==> src/rtl/mem_wb_stage_if.sv <==
// EXE -> MEM/WB instruction bus.
// Handshake: EXE presents an instruction with exe_valid=1; the receiver takes it
// on any rising edge where exe_valid=1 and stall=0. While stall=1, EXE must hold
// every bus field unchanged. There is no separate ready signal: !stall is the ready.
interface mem_wb_stage_if;
    logic        exe_valid;
    logic [31:0] exe_out;
    logic        z_flag;
    logic [31:0] pc_in;
    logic        is_computational;
    logic        is_load_store;
    logic        is_load;
    logic        is_branch;
    logic [3:0]  rd;
    logic [31:0] store_data;
    logic        stall;

    // EXE side
    modport master (
        output exe_valid, exe_out, z_flag, pc_in, is_computational,
               is_load_store, is_load, is_branch, rd, store_data,
        input  stall
    );

    // MEM/WB side
    modport slave (
        input  exe_valid, exe_out, z_flag, pc_in, is_computational,
               is_load_store, is_load, is_branch, rd, store_data,
        output stall
    );
endinterface

==> src/rtl/mem_wb_stage.sv <==
// MEM/WB stage: accepts EXE results, performs the data-memory access over a
// req/ack handshake, drives the register-file write port and PC redirect, and
// reports one retirement pulse per instruction.
// Optional feature macro: MEM_TIMEOUT_EN (abort a memory access that is not
// acknowledged within TIMEOUT_CYCLES cycles and set the sticky mem_err flag).
module mem_wb_stage #(
    parameter int TIMEOUT_CYCLES = 64
) (
    input  logic                 clk,
    input  logic                 rst,
    mem_wb_stage_if.slave        exe,
    output logic                 dmem_req,
    output logic                 dmem_we,
    output logic [31:0]          dmem_addr,
    output logic [31:0]          dmem_wdata,
    input  logic [31:0]          dmem_rdata,
    input  logic                 dmem_ack,
    output logic                 rf_we,
    output logic [3:0]           rf_waddr,
    output logic [31:0]          rf_wdata,
    output logic                 pc_redirect,
    output logic [31:0]          pc_target,
    output logic                 retire_valid,
    output logic [31:0]          retire_pc,
    output logic                 mem_err,
    output logic                 dbg_state
);

    typedef enum logic {
        S_IDLE = 1'b0,
        S_MEM  = 1'b1
    } state_t;

    state_t      r_state;
    state_t      w_state_next;
    logic        w_accept;
    logic        w_mem_done;
    logic        w_timeout;

    logic [31:0] r_dmem_addr;
    logic [31:0] r_dmem_wdata;
    logic        r_dmem_we;
    logic [3:0]  r_rd;
    logic [31:0] r_pc;
    logic        r_is_load;

    logic        r_rf_we;
    logic [3:0]  r_rf_waddr;
    logic [31:0] r_rf_wdata;
    logic        r_pc_redirect;
    logic [31:0] r_pc_target;
    logic        r_retire_valid;
    logic [31:0] r_retire_pc;

`ifdef MEM_TIMEOUT_EN
    localparam int CW = $clog2(TIMEOUT_CYCLES + 1);
    logic [CW-1:0] r_wait_cnt;
    logic          r_mem_err;

    // The abort fires on the edge that would bring the no-ack count to the limit;
    // an ack in that same cycle takes precedence in the next-state logic.
    assign w_timeout = (r_state == S_MEM) && !dmem_ack &&
                       (r_wait_cnt == CW'(TIMEOUT_CYCLES - 1));

    // Wait counter cleared on MEM entry; sticky error set on abort.
    always_ff @(posedge clk) begin
        if (rst) begin
            r_wait_cnt <= '0;
            r_mem_err  <= 1'b0;
        end else begin
            if (w_accept && exe.is_load_store) begin
                r_wait_cnt <= '0;
            end else if (r_state == S_MEM && !dmem_ack) begin
                r_wait_cnt <= r_wait_cnt + 1'b1;
            end
            if (w_timeout) begin
                r_mem_err <= 1'b1;
            end
        end
    end

    assign mem_err = r_mem_err;
`else
    assign w_timeout = 1'b0;
    assign mem_err   = 1'b0;
`endif

    // Next-state logic: accept only in IDLE, leave MEM on ack or abort.
    always_comb begin
        w_state_next = r_state;
        w_accept     = 1'b0;
        w_mem_done   = 1'b0;
        case (r_state)
            S_IDLE: begin
                if (exe.exe_valid) begin
                    w_accept = 1'b1;
                    if (exe.is_load_store) begin
                        w_state_next = S_MEM;
                    end
                end
            end
            S_MEM: begin
                if (dmem_ack || w_timeout) begin
                    w_mem_done   = 1'b1;
                    w_state_next = S_IDLE;
                end
            end
            default: w_state_next = S_IDLE;
        endcase
    end

    // State register plus latched request and writeback/retire outputs.
    always_ff @(posedge clk) begin
        if (rst) begin
            r_state        <= S_IDLE;
            r_dmem_addr    <= '0;
            r_dmem_wdata   <= '0;
            r_dmem_we      <= 1'b0;
            r_rd           <= '0;
            r_pc           <= '0;
            r_is_load      <= 1'b0;
            r_rf_we        <= 1'b0;
            r_rf_waddr     <= '0;
            r_rf_wdata     <= '0;
            r_pc_redirect  <= 1'b0;
            r_pc_target    <= '0;
            r_retire_valid <= 1'b0;
            r_retire_pc    <= '0;
        end else begin
            r_state        <= w_state_next;
            r_rf_we        <= 1'b0;
            r_pc_redirect  <= 1'b0;
            r_retire_valid <= 1'b0;

            if (w_accept) begin
                if (exe.is_load_store) begin
                    r_dmem_addr  <= exe.exe_out;
                    r_dmem_wdata <= exe.store_data;
                    r_dmem_we    <= !exe.is_load;
                    r_rd         <= exe.rd;
                    r_pc         <= exe.pc_in;
                    r_is_load    <= exe.is_load;
                end else if (exe.is_branch) begin
                    r_pc_redirect  <= exe.z_flag;
                    r_pc_target    <= exe.exe_out;
                    r_retire_valid <= 1'b1;
                    r_retire_pc    <= exe.pc_in;
                end else if (exe.is_computational) begin
                    r_rf_we        <= (exe.rd != 4'd0);
                    r_rf_waddr     <= exe.rd;
                    r_rf_wdata     <= exe.exe_out;
                    r_retire_valid <= 1'b1;
                    r_retire_pc    <= exe.pc_in;
                end
            end

            if (w_mem_done) begin
                r_retire_valid <= 1'b1;
                r_retire_pc    <= r_pc;
                // A timed-out load retires without writing the register file.
                if (dmem_ack && r_is_load) begin
                    r_rf_we    <= (r_rd != 4'd0);
                    r_rf_waddr <= r_rd;
                    r_rf_wdata <= dmem_rdata;
                end
            end
        end
    end

    assign exe.stall    = (r_state == S_MEM);
    assign dmem_req     = (r_state == S_MEM);
    assign dmem_we      = r_dmem_we;
    assign dmem_addr    = r_dmem_addr;
    assign dmem_wdata   = r_dmem_wdata;
    assign rf_we        = r_rf_we;
    assign rf_waddr     = r_rf_waddr;
    assign rf_wdata     = r_rf_wdata;
    assign pc_redirect  = r_pc_redirect;
    assign pc_target    = r_pc_target;
    assign retire_valid = r_retire_valid;
    assign retire_pc    = r_retire_pc;
    assign dbg_state    = r_state;

endmodule
==> src/flat_wrapper.sv <==
// flat-port wrapper written by rule: the top's interface ports become plain ports
module mem_wb_stage_flat 
#(
    parameter int TIMEOUT_CYCLES = 64
)
  (clk, rst, dmem_req, dmem_we, dmem_addr, dmem_wdata, dmem_rdata, dmem_ack, rf_we, rf_waddr, rf_wdata, pc_redirect, pc_target, retire_valid, retire_pc, mem_err, dbg_state, exe_exe_valid, exe_exe_out, exe_z_flag, exe_pc_in, exe_is_computational, exe_is_load_store, exe_is_load, exe_is_branch, exe_rd, exe_store_data, exe_stall);
  mem_wb_stage_if exe_i ();
  input  logic clk;
  input  logic rst;
  output logic dmem_req;
  output logic dmem_we;
  output logic [31:0] dmem_addr;
  output logic [31:0] dmem_wdata;
  input  logic [31:0] dmem_rdata;
  input  logic dmem_ack;
  output logic rf_we;
  output logic [3:0] rf_waddr;
  output logic [31:0] rf_wdata;
  output logic pc_redirect;
  output logic [31:0] pc_target;
  output logic retire_valid;
  output logic [31:0] retire_pc;
  output logic mem_err;
  output logic dbg_state;
  input wire logic [$bits(exe_i.exe_valid)-1:0] exe_exe_valid;
  input wire logic [$bits(exe_i.exe_out)-1:0] exe_exe_out;
  input wire logic [$bits(exe_i.z_flag)-1:0] exe_z_flag;
  input wire logic [$bits(exe_i.pc_in)-1:0] exe_pc_in;
  input wire logic [$bits(exe_i.is_computational)-1:0] exe_is_computational;
  input wire logic [$bits(exe_i.is_load_store)-1:0] exe_is_load_store;
  input wire logic [$bits(exe_i.is_load)-1:0] exe_is_load;
  input wire logic [$bits(exe_i.is_branch)-1:0] exe_is_branch;
  input wire logic [$bits(exe_i.rd)-1:0] exe_rd;
  input wire logic [$bits(exe_i.store_data)-1:0] exe_store_data;
  output wire logic [$bits(exe_i.stall)-1:0] exe_stall;
  assign exe_i.exe_valid = exe_exe_valid;
  assign exe_i.exe_out = exe_exe_out;
  assign exe_i.z_flag = exe_z_flag;
  assign exe_i.pc_in = exe_pc_in;
  assign exe_i.is_computational = exe_is_computational;
  assign exe_i.is_load_store = exe_is_load_store;
  assign exe_i.is_load = exe_is_load;
  assign exe_i.is_branch = exe_is_branch;
  assign exe_i.rd = exe_rd;
  assign exe_i.store_data = exe_store_data;
  assign exe_stall = exe_i.stall;
  mem_wb_stage #(.TIMEOUT_CYCLES(TIMEOUT_CYCLES)) u_core (.clk(clk), .rst(rst), .exe(exe_i), .dmem_req(dmem_req), .dmem_we(dmem_we), .dmem_addr(dmem_addr), .dmem_wdata(dmem_wdata), .dmem_rdata(dmem_rdata), .dmem_ack(dmem_ack), .rf_we(rf_we), .rf_waddr(rf_waddr), .rf_wdata(rf_wdata), .pc_redirect(pc_redirect), .pc_target(pc_target), .retire_valid(retire_valid), .retire_pc(retire_pc), .mem_err(mem_err), .dbg_state(dbg_state));
endmodule
==> config.mk <==
export PLATFORM = sky130hd
export DESIGN_NAME = mem_wb_stage_flat
export DESIGN_NICKNAME = d
export VERILOG_FILES = /design/src/rtl/mem_wb_stage_if.sv /design/src/rtl/mem_wb_stage.sv /design/src/flat_wrapper.sv
export SDC_FILE = /design/constraint.sdc
export NUM_CORES = 1
export LEC_CHECK = 0
export ABC_AREA = 1
export CORE_MARGIN = 3
export CORE_UTILIZATION = 44
export DETAILED_ROUTE_END_ITERATION = 12
export GPL_ROUTABILITY_DRIVEN = 0
export PLACE_DENSITY = 0.87
export SETUP_SLACK_MARGIN = 0.05
export SYNTH_ARGS = -nofsm -noshare
export SYNTH_HDL_FRONTEND = slang
export SYNTH_SLANG_ARGS = --single-unit
==> constraint.sdc <==
create_clock -name clk -period 1.9 [get_ports clk]
set_clock_uncertainty 0.1 [all_clocks]
set_input_delay 0.38 -clock clk [delete_from_list [all_inputs] [get_ports clk]]
set_output_delay 0.38 -clock clk [all_outputs]
set_load 0.02 [all_outputs]
# Yosys cells after proc, flatten, opt, wreduce, memory -nomap -nowiden
# Cells that the tools add are included.
# classes
muxes	36
bitwise	4
n_eq_ne	1
n_reduce_logical	10
# op_table
op	count
32-bit two-way mux	11
4-bit two-way mux	6
1-bit two-way mux	18
4-bit nonzero test	2
3-bit AND reduction	2
1-bit NOT	4
4-bit OR reduction	1
3-bit nonzero test	1
2-bit by 1-bit != test with 1-bit output, second input constant	1
1-bit case mux with 2 select lines	1
2-bit AND reduction	1
2-bit nonzero test	1
1-bit logical AND	1
1-bit zero test	1
# word_totals
regBits	206
in_bits	141
output_inout_bits	172
elab_cells	65

# Longest topological paths before layout
# logic_depth
depth_word	7
ltp_mapped	9
depth_no_buf	7

# Least setup slack after synthesis
# Ideal clock, no wire load.
# synth_timing
path_kind	flip-flop to flip-flop
startpoint	register u_core.r_state, in the netlist u_core.dbg_state
endpoint	register u_core.r_rf_wdata[28], in the netlist u_core.rf_wdata[28]
n_path_buf	1
path_stages_with_launch	9
path_slack_ns	0.395
arrival_ns	1.296
required_time_ns	1.691
setup_time_ns	0.109
cell_sequence	dfxtp_1 nand2_1 inv_2 nand2_1 buf_2 nor2_1 nor2_1 nand2_1 inv_1
# synth_via
elab_chain_len	4
# synth_lines
element	line_no	source
start, declared	mem_wb_stage.sv:34	state_t r_state;
start signal, assigned	mem_wb_stage.sv:130	r_state <= w_state_next;
1-bit two-way mux	mem_wb_stage.sv:93	case (r_state)
32-bit two-way mux	mem_wb_stage.sv:135	if (w_accept) begin
32-bit two-way mux	mem_wb_stage.sv:161	if (dmem_ack && r_is_load) begin
32-bit two-way mux (*)	mem_wb_stage.sv:157	if (w_mem_done) begin
end signal, assigned	mem_wb_stage.sv:151	r_rf_wdata <= exe.exe_out;
end signal, assigned	mem_wb_stage.sv:164	r_rf_wdata <= dmem_rdata;
end, declared	mem_wb_stage.sv:49	logic [31:0] r_rf_wdata;
# Mark *: on every way between the ends. The rest lies on a longest branch, timed or not.
# A chain may end at the register's enable or synchronous reset.

# Worst setup path in the final report
# layout_timing
startpoint	register u_core.r_state, in the netlist u_core.dbg_state
endpoint	output port dmem_req
# layout_lines
element	line_no	source
end, declared	flat_wrapper.sv:10	output logic dmem_req;
# No word-level cell between the ends.

==> impl_metrics.env <==
export IMPL_status="complete, no violations"
export IMPL_start_kind="flip-flop"
export IMPL_cts_resized=171
export IMPL_worstPathRequired_ps=1420
export IMPL_hold_depth=4
export IMPL_cp_slowest_cell="dfxtp_1"
export IMPL_layout_common_cells="337 x nor2_1, 206 x dfxtp_1, 171 x dlygate4sd2_1"
export IMPL_r2r_end="u_core.retire_pc[6]$_SDFFE_PP0P_"
export IMPL_p_leak_nw=6.259
export IMPL_grt_pass1_vias=8286
export IMPL_yosysWarningCount=0
export IMPL_grt_setup_unrepaired="false"
export IMPL_grt_max_degree=84
export IMPL_r2r_cells=8
export IMPL_yosys_top_cells_area="dfxtp_1 49%, nor2_1 15%, o21ai_0 9.7%"
export IMPL_fmax_mhz=570.0
export IMPL_syn_inst=1208
export IMPL_dp_hpwl_um=18360
export IMPL_hold_path_class="input port to flip-flop"
export IMPL_r2r_slack_ps=360
export IMPL_post_route_period_util_pct=92.34
export IMPL_grt_pass1_wl_um=41400
export IMPL_vdd_ir_drop_max_mv=0.5862
export IMPL_num_rows=49
export IMPL_stdcell_area_um2=12270
export IMPL_synth_area_per_cell_um2=6.950
export IMPL_cts_hold_buf=0
export IMPL_setup_viol=0
export IMPL_final_min_clock_period_ps=1754
export IMPL_io_buffers=311
export IMPL_io_pins=313
export IMPL_arrival_ps=1270
export IMPL_setup_worst_path_end_class="primary output"
export IMPL_worst_path_max_fanout=6
export IMPL_antenna_found_initial=1
export IMPL_power_total_mw=10.54
export IMPL_cts_tree="yes"
export IMPL_slowest_delay_ps=420
export IMPL_crit_chain="dlygate4sd2_1"
export IMPL_finalNetCount=1624
export IMPL_area_growth_pct=46.17
export IMPL_antennaDiodeCount=0
export IMPL_gr_total_overflow=0
export IMPL_hold_viol=0
export IMPL_synth_area_leader_cell="dfxtp_1"
export IMPL_drv_slew=0
export IMPL_track_usage_pct=24.42
export IMPL_place_inst=1688
export IMPL_synth_top_area_share_pct=49.12
export IMPL_ys_ff_latch=206
export IMPL_yosysSeqAreaShare_pct=49.12
export IMPL_reg2reg_from="u_core.dbg_state$_SDFF_PP0_"
export IMPL_drt_iter0_markers=467
export IMPL_dpl_cell_area_um2=11800
export IMPL_final_cells=1726
export IMPL_synth_distinct_cells=19
export IMPL_cap_violations=0
export IMPL_cts_clk_slew_worst_paths_ps=60
export IMPL_layout_drive_gt1_share_pct=5.010
export IMPL_power_density_nw_per_um2=858.8
export IMPL_cts_buffer_depth=3
export IMPL_cts_sinks=206
export IMPL_holdPathEnd="u_core.retire_pc[16]$_SDFFE_PP0P_"
export IMPL_cp_top_family="flip-flops"
export IMPL_clock_root_buffer="clkbuf_16"
export IMPL_first_pass_iters=5
export IMPL_die_w_um=144.1
export IMPL_synth_area_um2=8396
export IMPL_crit_buf_inv=1
export IMPL_clock_latency_ps=490
export IMPL_hp_start="rst"
export IMPL_cts_max_level=1
export IMPL_drc_errors=0
export IMPL_dieArea_um2=20770
export IMPL_vias=8680
export IMPL_post_cts_buffers=0
export IMPL_start_util_pct=45.80
export IMPL_final_common_cell="nor2_1"
export IMPL_synth_nets=1349
export IMPL_die_h_um=144.1
export IMPL_ant_nets=0
export IMPL_cts_buffers=22
export IMPL_finalSetupTns_ps=0
export IMPL_wl_um=26710
export IMPL_vias_per_cell=5.029
export IMPL_wire_per_inst_um=15.47
export IMPL_criticalPathCategory="flip-flop to primary output"
export IMPL_core_area_um2=18330
[cell usage after synthesis]
| library cell | n |
|---|---|
| inv_2 | 2 |
| dfxtp_1 | 206 |
| buf_4 | 10 |
| conb_1 | 1 |
| nor2_4 | 1 |
| buf_6 | 1 |
| o21ai_0 | 162 |
| or2_1 | 1 |
| nand3_1 | 107 |
| buf_2 | 46 |
| clkbuf_1 | 31 |
| nand2_1 | 150 |
| a21oi_2 | 1 |
| nor2_1 | 338 |
| a21oi_1 | 38 |
| nor2_2 | 1 |
| nor3_1 | 1 |
| inv_1 | 109 |
| nand2_2 | 2 |
[how the worst max path moves through the flow]
stage,startpoint,end,slack (ps),cells after the start
6_report,u_core.dbg_state$_SDFF_PP0_,dmem_req,150,1
2_1_floorplan,u_core.dbg_state$_SDFF_PP0_,u_core.rf_wdata[28]$_SDFF_PP0_,390,8
3_5_place_dp,exe_exe_valid,u_core.pc_target[19]$_SDFFE_PP0P_,-70,8
5_1_grt,u_core.dbg_state$_SDFF_PP0_,exe_stall,80,1
4_1_cts,u_core.dbg_state$_SDFF_PP0_,dmem_req,120,1
3_3_place_gp,exe_is_load_store,u_core.r_is_load$_SDFFE_PP0P_,-30,6
[registers in the layout, summed over array words and instances, names as in the netlist]
signal	cells
u_core.retire_valid	1
u_core.dmem_wdata	32
u_core.pc_target	32
u_core.r_rd	4
u_core.r_pc	32
u_core.retire_pc	32
u_core.dbg_state	1
u_core.rf_waddr	4
u_core.dmem_we	1
u_core.dmem_addr	32
u_core.rf_we	1
u_core.pc_redirect	1
u_core.rf_wdata	32
u_core.r_is_load	1
[area by class of cell]
type | count | area (um2)
clock inverter | 5 | 27.53
timing repair buffer | 339 | 3304
clock buffer | 33 | 663.1
multi-input combinational | 803 | 3445
sequential | 206 | 4124
fill | 1499 | 6060
inverter | 111 | 421.7
tap | 229 | 286.5
[logic make-up (layout without fill, tap and decap cells)]
kind of cell | Yosys count | after routing | synth area share (%)
buffers and inverters | 199 | 488 | 10.12
DFF | 206 | 206 | 49.12
AOI/OAI and AO/OA | 201 | 201 | 12.03
other | 1 | 1 | 0.04467
and+or+nand+nor | 601 | 601 | 28.69
[metal layers]
| metal | vias up | wire length (um) | track usage (%) |
|---|---|---|---|
| met5 | - | 8 | 0 |
| met4 | 2 | 964 | 8.444 |
| met3 | 69 | 2323 | 6.316 |
| met2 | 344 | 13160 | 43.43 |
| met1 | 3945 | 10250 | 28.52 |
| li1 | 4320 | - | - |
[report_power, final]
part / switching, mW / internal [mW]
clock network: 1.68 / 2.40
registers: 0.120 / 4.59
logic: 0.995 / 0.754
total: 2.79 / 7.74
[per-stage QoR]
stage,util (%),hold slack [ps],setup slack [ps]
after CTS,66.94,236.3,115.6
after global placement,64.34,331.6,-34.16
after detailed placement,64.34,338.3,-68.07
after global routing,66.94,261.4,75.81
after floorplan,-,323.9,394.8
final,66.94,243.5,145.6
Power figures use the tool's default switching activity.
==> patch: new RTL, config.mk and constraints unchanged <==
Add a define of `MEM_TIMEOUT_EN`.
--- a/src/rtl/mem_wb_stage.sv
+++ b/src/rtl/mem_wb_stage.sv
@@ -3,6 +3,8 @@
 // reports one retirement pulse per instruction.
 // Optional feature macro: MEM_TIMEOUT_EN (abort a memory access that is not
 // acknowledged within TIMEOUT_CYCLES cycles and set the sticky mem_err flag).
+`define MEM_TIMEOUT_EN
+
 module mem_wb_stage #(
     parameter int TIMEOUT_CYCLES = 64
 ) (
Check against the original RTL: same outputs for any inputs over 4 cycles, from zero or initial values and one cycle with rst high; that may be too few to reach the edited logic, so the function may still have changed.
==> patch against the original RTL <==
  * Total power is 9.0% higher
  * Via count is 4.2% higher
  * Synthesized area is 3.5% higher
  * Count of clock-buffer cells in the layout is 2 higher
  * Global-route usage is 0.69 points higher
  * Cell area is 4.9% higher
  * Die area is 3.4% higher
  * Routed wire length is 6.8% higher
  * Worst setup slack better by 0.0071 ns
  * Sequential cell count is 8 higher
  * Largest power group unchanged
  * Highest routed layer is now met4
==> patch: results (changes against the original RTL) <==
\begin{tabular}{lr}
\hline
Metric & Value \\
\hline
\multicolumn{2}{l}{\textbf{Synthesis}} \\
Syn\_nets & 1338 (was 1349) \\
Leading post-synthesis cells by cell area & sky130\_fd\_sc\_hd\_\_dfxtp\_1 (49\%), sky130\_fd\_sc\_hd\_\_nor2\_1 (10\%), sky130\_fd\_sc\_hd\_\_nand2\_1 (7.4\%) (was sky130\_fd\_sc\_hd\_\_dfxtp\_1 (49\%), sky130\_fd\_sc\_hd\_\_nor2\_1 (15\%), sky130\_fd\_sc\_hd\_\_o21ai\_0 (9.7\%)) \\
Share of the yosys chip area belonging to registers & 0.493 (was 0.491) \\
Number of unique standard cell types used by synthesis & 31 (was 19) \\
\multicolumn{2}{l}{\textbf{Cells and area}} \\
Final instance area & 12900 sq um (was 12300 sq um) \\
Post-layout nets & 1634 (was 1624) \\
Ratio of cells with drive above 1 in the final layout & 0.0690 (was 0.0501) \\
Fill count & 1582 (was 1499) \\
\multicolumn{2}{l}{\textbf{Critical path}} \\
Crit path largest cell delay & 0.40 ns (was 0.42 ns) \\
R2r worst-path depth & 9 (was 8) \\
Flop2flop setup slack & 0.24 ns (was 0.36 ns) \\
Cell with the biggest individual delay on the critical path & sky130\_fd\_sc\_hd\_\_dfxtp\_2 (was sky130\_fd\_sc\_hd\_\_dfxtp\_1) \\
\multicolumn{2}{l}{\textbf{Pwr}} \\
Clk pwr share & 0.424 (was 0.387) \\
Max rail drop VDD & 0.803 mV (was 0.586 mV) \\
Internal power & 8.57 mW (was 7.74 mW) \\
Leakage component of the power & 6.23 nW (was 6.26 nW) \\
Power of the sequential group & 4.87 mW (was 4.71 mW) \\
\multicolumn{2}{l}{\textbf{Outcome}} \\
Outcome & completed (unchanged) \\
\multicolumn{2}{l}{\textbf{Placement}} \\
Pre-CTS setup slack & -0.0792 ns (was -0.0681 ns) \\
Cell Area, Placed & 12300 sq um (was 11800 sq um) \\
HPWL after detailed placement & 19.9 mm (was 18.4 mm) \\
\multicolumn{2}{l}{\textbf{Drt}} \\
Total number of vias & 9048 (was 8680) \\
Initial drt markers & 519 (was 467) \\
\multicolumn{2}{l}{\textbf{GRT}} \\
Vias in the first global route & 8797 (was 8286) \\
Maximum number of pins on one net before global-route repair & 82 (was 84) \\
Antenna violations before repair & 0 (was 1) \\
\multicolumn{2}{l}{\textbf{Min path}} \\
End of the worst hold path & u\_core.pc\_redirect (was u\_core.retire\_pc[16]) \\
\multicolumn{2}{l}{\textbf{Flow run}} \\
Max cap viols & 0 (unchanged) \\
\hline
\end{tabular}
-- patch: area by class of cell --
type | instances | share of cell area
diodes | 1 | 0.000194
clock buffers | 35 | 0.0538
clock inverters | 7 | 0.0105
inverters | 98 | 0.0289
multi-input cells | 796 | 0.278
flip-flops and latches | 214 | 0.333
well taps | 260 | 0.0253
repair buffers | 358 | 0.271
-- patch: how the worst max path moves through the flow --
stage | endpoint | slack, ns | cells after the start
3_3_place_gp | u_core.r_is_load | -0.01 | 7
4_1_cts | exe_stall | 0.12 | 1
2_1_floorplan | u_core.retire_pc[10] | 0.31 | 9
6_report | exe_stall | 0.15 | 1
3_5_place_dp | u_core.dmem_addr[5] | -0.08 | 7
5_1_grt | u_core.retire_pc[5] | 0.07 | 9
-- patch: metrics by stage --
step	power, mW	std cells
4_1_cts	11.6	1768
5_1_grt	11.9	1768
6_report	11.5	1769
3_5_place_dp	6.85	1726
3_3_place_gp	6.80	1726
2_1_floorplan	5.86	1196
-- patch: logic make-up (layout without fill, tap and decap cells) --
kind of cell             Yosys count  count (layout)  synth area share
flip-flops                       214             214             0.493
buffers and inverters            186             498            0.0967
adder cells (fa/ha/maj)            1               1           0.00144
other                              0               1                 0
XOR/XNOR                           1               1           0.00101
AO/OA/AOI/OAI                    245             245             0.146
AND/OR/NAND/NOR                  549             549             0.262
-- patch: metal layers --
| metal | GRT usage | part of all wire | up-vias |
|---|---|---|---|
| met2 | 0.442 | 0.49 | 371 |
| li1 | - | - | 4442 |
| met4 | 0.101 | 0.039 | 0 |
| met3 | 0.0692 | 0.082 | 79 |
| met1 | 0.288 | 0.39 | 4156 |
| met5 | 0 | 0 | - |
-- patch: timing repair --
item	in CTS	in global routing
hold endpoints to repair	0	0
resized for setup	173	0
endpoints found under the setup margin	172	0
